`src/rtl/operand_select_stage.sv`:
```
// Operand select stage: picks a vector or scalar source, places and masks it,
// and buffers the result in a 2-entry in-order FIFO.
module operand_select_stage #(
    parameter  int S     = 32,
    parameter  int LANES = 6,
    parameter  int NSRC  = 4,
    localparam int V     = S * LANES,
    localparam int SELW  = $clog2(NSRC)
) (
    input  logic                  clk,
    input  logic                  rst,
    input  logic                  in_valid,
    output logic                  in_ready,
    input  logic [V-1:0]          vec_in,
    input  logic [(NSRC-1)*S-1:0] scal_in,
    input  logic [SELW-1:0]       sel,
    input  logic                  bcast,
    input  logic [LANES-1:0]      lane_mask,
    output logic                  out_valid,
    input  logic                  out_ready,
    output logic [V-1:0]          out_data,
    output logic [SELW-1:0]       out_src,
    output logic [1:0]            occ,
    output logic                  sel_err
);

    logic [(1<<SELW)-1:0] legal;
    logic [S-1:0]         scalar;
    logic [S-1:0]         lane;
    logic [V-1:0]         opnd;

    logic [V-1:0]    data_q [2];
    logic [SELW-1:0] src_q  [2];
    logic            wr_q, wr_d;
    logic            rd_q, rd_d;
    logic [1:0]      occ_q, occ_d;
    logic            err_q, err_d;
    logic            push, pop;

    // Codes at or above NSRC exist only when NSRC is not a power of two
    always_comb begin
        for (int k = 0; k < (1 << SELW); k++) begin
            legal[k] = (k < NSRC);
        end
    end

    always_comb begin
        scalar = '0;
        for (int k = 1; k < NSRC; k++) begin
            if (sel == SELW'(k)) begin
                scalar = scal_in[(k-1)*S +: S];
            end
        end
    end

    always_comb begin
        opnd = '0;
        lane = '0;
        for (int i = 0; i < LANES; i++) begin
            if (sel == '0) begin
                lane = vec_in[i*S +: S];
            end else if (legal[sel] && (bcast || i == 0)) begin
                lane = scalar;
            end else begin
                lane = '0;
            end
            if (!lane_mask[i]) begin
                lane = '0;
            end
            opnd[i*S +: S] = lane;
        end
    end

    assign in_ready  = (occ_q != 2'd2) && !rst;
    assign out_valid = (occ_q != 2'd0);
    assign out_data  = data_q[rd_q];
    assign out_src   = src_q[rd_q];
    assign occ       = occ_q;
    assign sel_err   = err_q;

    assign push = in_valid && in_ready;
    assign pop  = out_valid && out_ready;

    always_comb begin
        occ_d = occ_q;
        wr_d  = wr_q ^ push;
        rd_d  = rd_q ^ pop;
        err_d = err_q | (push && !legal[sel]);
        unique case ({push, pop})
            2'b10:   occ_d = occ_q + 2'd1;
            2'b01:   occ_d = occ_q - 2'd1;
            default: occ_d = occ_q;
        endcase
    end

    always_ff @(posedge clk or posedge rst) begin
        if (rst) begin
            occ_q     <= '0;
            wr_q      <= 1'b0;
            rd_q      <= 1'b0;
            err_q     <= 1'b0;
            data_q[0] <= '0;
            data_q[1] <= '0;
            src_q[0]  <= '0;
            src_q[1]  <= '0;
        end else begin
            occ_q <= occ_d;
            wr_q  <= wr_d;
            rd_q  <= rd_d;
            err_q <= err_d;
            if (push) begin
                data_q[wr_q] <= opnd;
                src_q[wr_q]  <= sel;
            end
        end
    end

endmodule

```
`config.mk`:
```
export PLATFORM = sky130hd
export DESIGN_NAME = operand_select_stage
export DESIGN_NICKNAME = d
export VERILOG_FILES = /design/src/rtl/operand_select_stage.sv
export SDC_FILE = /design/constraint.sdc
export NUM_CORES = 1
export LEC_CHECK = 0
export CAP_MARGIN = 20
export CORE_ASPECT_RATIO = 0.7
export CORE_UTILIZATION = 52
export DETAILED_ROUTE_END_ITERATION = 10
export DONT_BUFFER_PORTS = 1
export PLACE_DENSITY = 0.73
export SETUP_SLACK_MARGIN = 0.15
export SLEW_MARGIN = 30
export SYNTH_ARGS = -nofsm -noshare
export SYNTH_HDL_FRONTEND = slang
export SYNTH_SLANG_ARGS = --single-unit
```
`constraint.sdc`:
```
create_clock -name clk -period 25.1 [get_ports clk]
set_input_delay 2.51 -clock clk [delete_from_list [all_inputs] [get_ports clk]]
set_output_delay 2.51 -clock clk [all_outputs]
set_load 0.02 [all_outputs]
```
==> metrics.md <==
| Metric | Value |
|---|---|
| Row count | 59 |
| EDFF count, synth | 0 |
| Critical path fanouts, max | 120 |
| Clock latency on the worst-skew pair | ~0.53 ns |
| Setup_tns | 0 ns |
| Final Hold Viols | 0 |
| Seq pwr share | 39.5% |
| Worst setup EP type | output pin |
| Mapped Area | 20100 µm² |
| Vias | 16300 |
| Final GP Congestion | 0.937 |
| Flop2flop setup slack | 21.47 ns |
| Async set-reset flop share out of synthesis | 100% |
| Reg2reg start | occ[0] |
| Status | completed |
| Post-DP HPWL | roughly 42 mm |
| H-tree depth | 2 |
| Count leader, synth | dfrtp_1 |
| CP max stage cell | dfrtp_4 |
| Post-CTS Resized | 0 |
| First-pass GRT wire length | approximately 97 mm |
| Critical path type | reg2out |
| Hold Path Origin | src_q[1] |
| VDD IR max | ~0.092 mV |
| Fraction of layout cells with a size suffix above 1 | 6.54% |
| Die width | 237 µm |
| Routed WL | 62.3 mm |
| Drt wl/cell | 24.8 µm |
| Clk_skew | 0.0192 ns |
| Post-synth cell types | 31 |
| Max Cap Violations | 0 |
| Worst R2R End | data_q[131] |
| Clock Path Buffers | 3 |
| Setup bufs post-CTS | 0 |
| Tightest Pin Transition | 1.03 ns |
| Psw | 1170 µW |
| Clk pwr share | 21.2% |
| Combinational power share | 39.3% |
| Largest stage delay, worst path | 0.75 ns |
| Power Internal | 1560 µW |
| # IOs | 500 |
| F_max | 178 MHz |
| Fin Hold WS | 0.511 ns |
| Post-Synthesis Cells | between 2000 and 2500 |
| Leak | 0.00887 µW |
| Primary FF master, synth | dfrtp_1 |
| Initial antenna violation count | 2 |
| Total number of yosys warnings | 0 |
| Residual DRC | 0 |
| FF+latch count, synth | 392 |
| Top cell type's share of synthesized area | 48.7% |
| Pre-CTS setup slack | 19.60 ns |
| Final worst path period share | 22.4% |
| Slew HR | 30.7% |
| All-layer global routing usage | a little under a third |
| Hold Path Stages | 1 |
| Fill cells | 3273 |
| Total power | 2730 µW |
| Vias in the first global route | 16300 |
| Hold buffer count at cts | 0 |
| Full die area | 39500 µm² |
| Drt pass-1 iters | 6 |
| Syn Area/Cell | 9.40 µm² |
| Area Overhead vs Synth | 4.41% |
| Leading area contributor after synthesis | dfrtp_1 |
| Area of the core | 37600 µm² |
| Reg2Reg Depth | 8 |
| CP startpoint kind | flip-flop |
| Arrival time worst endpoint | about 3.1 ns |
| Seq/Total Area, Yosys | 48.7% |
| Clk sinks | 392 |
| Routed Antenna Nets | 0 |
| Hold Path End | src_q[1] |
| Critical Path, Cell by Cell | buf_4 > buf_16 > buf_6 > o21ai_0 |
| Vias/cell | 6.50 |
| Final WS setup | slightly below 20 ns |
| Most frequent cells after synthesis | dfrtp_1, inv_1, o32ai_1, nor2_1, nand2_1 |
| Hold WC Path Type | reg2reg |
| Top post-synthesis cells by area | dfrtp_1, o32ai_1, inv_1 |
| Worst EP required | between 20 and 25 ns |
| Number of CTS-inserted buffers | 39 |
| Net Count, Synth | around 2400 |
| Grt total ovfl | 0 |
| CTS tree | done |
| # setup viols final | 0 |
| Clock Root Buffer | clkbuf_16 |
| Port bufs | 0 |
| Fin nets | 2300 |
| CTS clk-pin slew, worst paths | 0.06 ns |
| Net Sw Frac | 42.9% |
| Pwr per Cell Area | 130 nW/µm² |
| Largest net degree at the start of global routing | between 200 and 250 |
| RSZ-0062 raised after global routing | false |
| Chip height | ~170 µm |
| Slew Viols, Final | 0 |
| Initial drt markers | approximately 1700 |
| Fin crit period | around 5.6 ns |
| Initial cell density of the core | 53.5% |
[sequential cells by signal (all words and copies together), names as in the netlist]
name / cells
wr_q: 1
data_q: 384
occ: 2
rd_q: 1
src_q: 4
[worst max path at each step]
stage	from	endpoint	slack, ns	cells past startpoint
final	rd_q	out_data[118]	19.47	4
after global routing	rd_q	out_data[49]	19.27	5
after CTS	rd_q	out_data[177]	19.04	3
after detailed placement	rst	in_ready	19.60	1
after global placement	rst	in_ready	19.59	1
after floorplan	rst	data_q[0]	11.69	1
[cells by family after synthesis]
| family | Yosys count | share of synthesized area, % |
|---|---|---|
| xor+xnor | 4 | 0.174 |
| other cells | 1 | 0.0186 |
| compound gates | 641 | 24.0 |
| fa+ha+maj | 3 | 0.186 |
| simple gates | 467 | 9.43 |
| mux | 102 | 5.31 |
| flops | 392 | 48.7 |
| buf+inv | 532 | 12.1 |
[power groups by stage]
stage                     Clock (µW)  Combinational [µW]  Sequential [µW]
after floorplan                    0                 883             1030
final                            578                1070             1080
after CTS                        589                1060             1070
after global placement             0                1020             1070
after global routing             612                1160             1110
after detailed placement           0                1060             1080
[critical path: cells and delay by family (launching register included)]
kind | cells | cell delay, ns
AOI/OAI and AO/OA | 1 | 0.44
buffers and inverters | 3 | 1.25
DFF | 1 | 0.75
[routing by layer]
metal | share of wire, % | vias to the layer above | track usage, %
met5 | 0 | - | 0
met4 | 4.1 | 0 | 12.8
met3 | 9.7 | 156 | 8.92
met2 | 47 | 832 | 49.9
met1 | 39 | 8096 | 40.0
li1 | - | 7208 | -
[cells in the final DEF (no fill, tap or decap), types with 3 or more instances in the layout]
cell	instances
dfrtp_1	391
inv_1	323
o32ai_1	317
nor2_1	223
nand2_1	201
o21ai_0	158
a21oi_1	65
mux2i_1	64
clkbuf_16	41
mux2_2	38
nand3b_1	32
o22a_1	32
a21boi_0	31
o221a_1	30
buf_4	14
clkbuf_1	7
clkinv_2	5
clkbuf_8	4
buf_6	4
nand2_2	3
o32ai_2	3
[final cells by class]
| type | instances | area [µm²] | area share [%] |
|---|---|---|---|
| timing repair buffer | 21 | 218 | 1.04 |
| sequential | 392 | 9810 | 46.7 |
| tap | 488 | 611 | 2.91 |
| multi-input combinational | 1218 | 7910 | 37.6 |
| clock buffer | 52 | 1110 | 5.27 |
| antenna | 2 | 5.00 | 0.0238 |
| inverter | 324 | 1230 | 5.85 |
| clock inverter | 11 | 125 | 0.595 |
[stage by stage]
| stage | utilization [%] | instance area [µm²] | std cells |
|---|---|---|---|
| 2_1_floorplan | - | 20100 | 2142 |
| 3_3_place_gp | 52.4 | 19700 | 2442 |
| 3_5_place_dp | 52.4 | 19700 | 2442 |
| 4_1_cts | 55.7 | 21000 | 2505 |
| 5_1_grt | 55.8 | 21000 | 2508 |
| 6_report | 55.8 | 21000 | 2508 |
(Power assumes the default switching activity.)
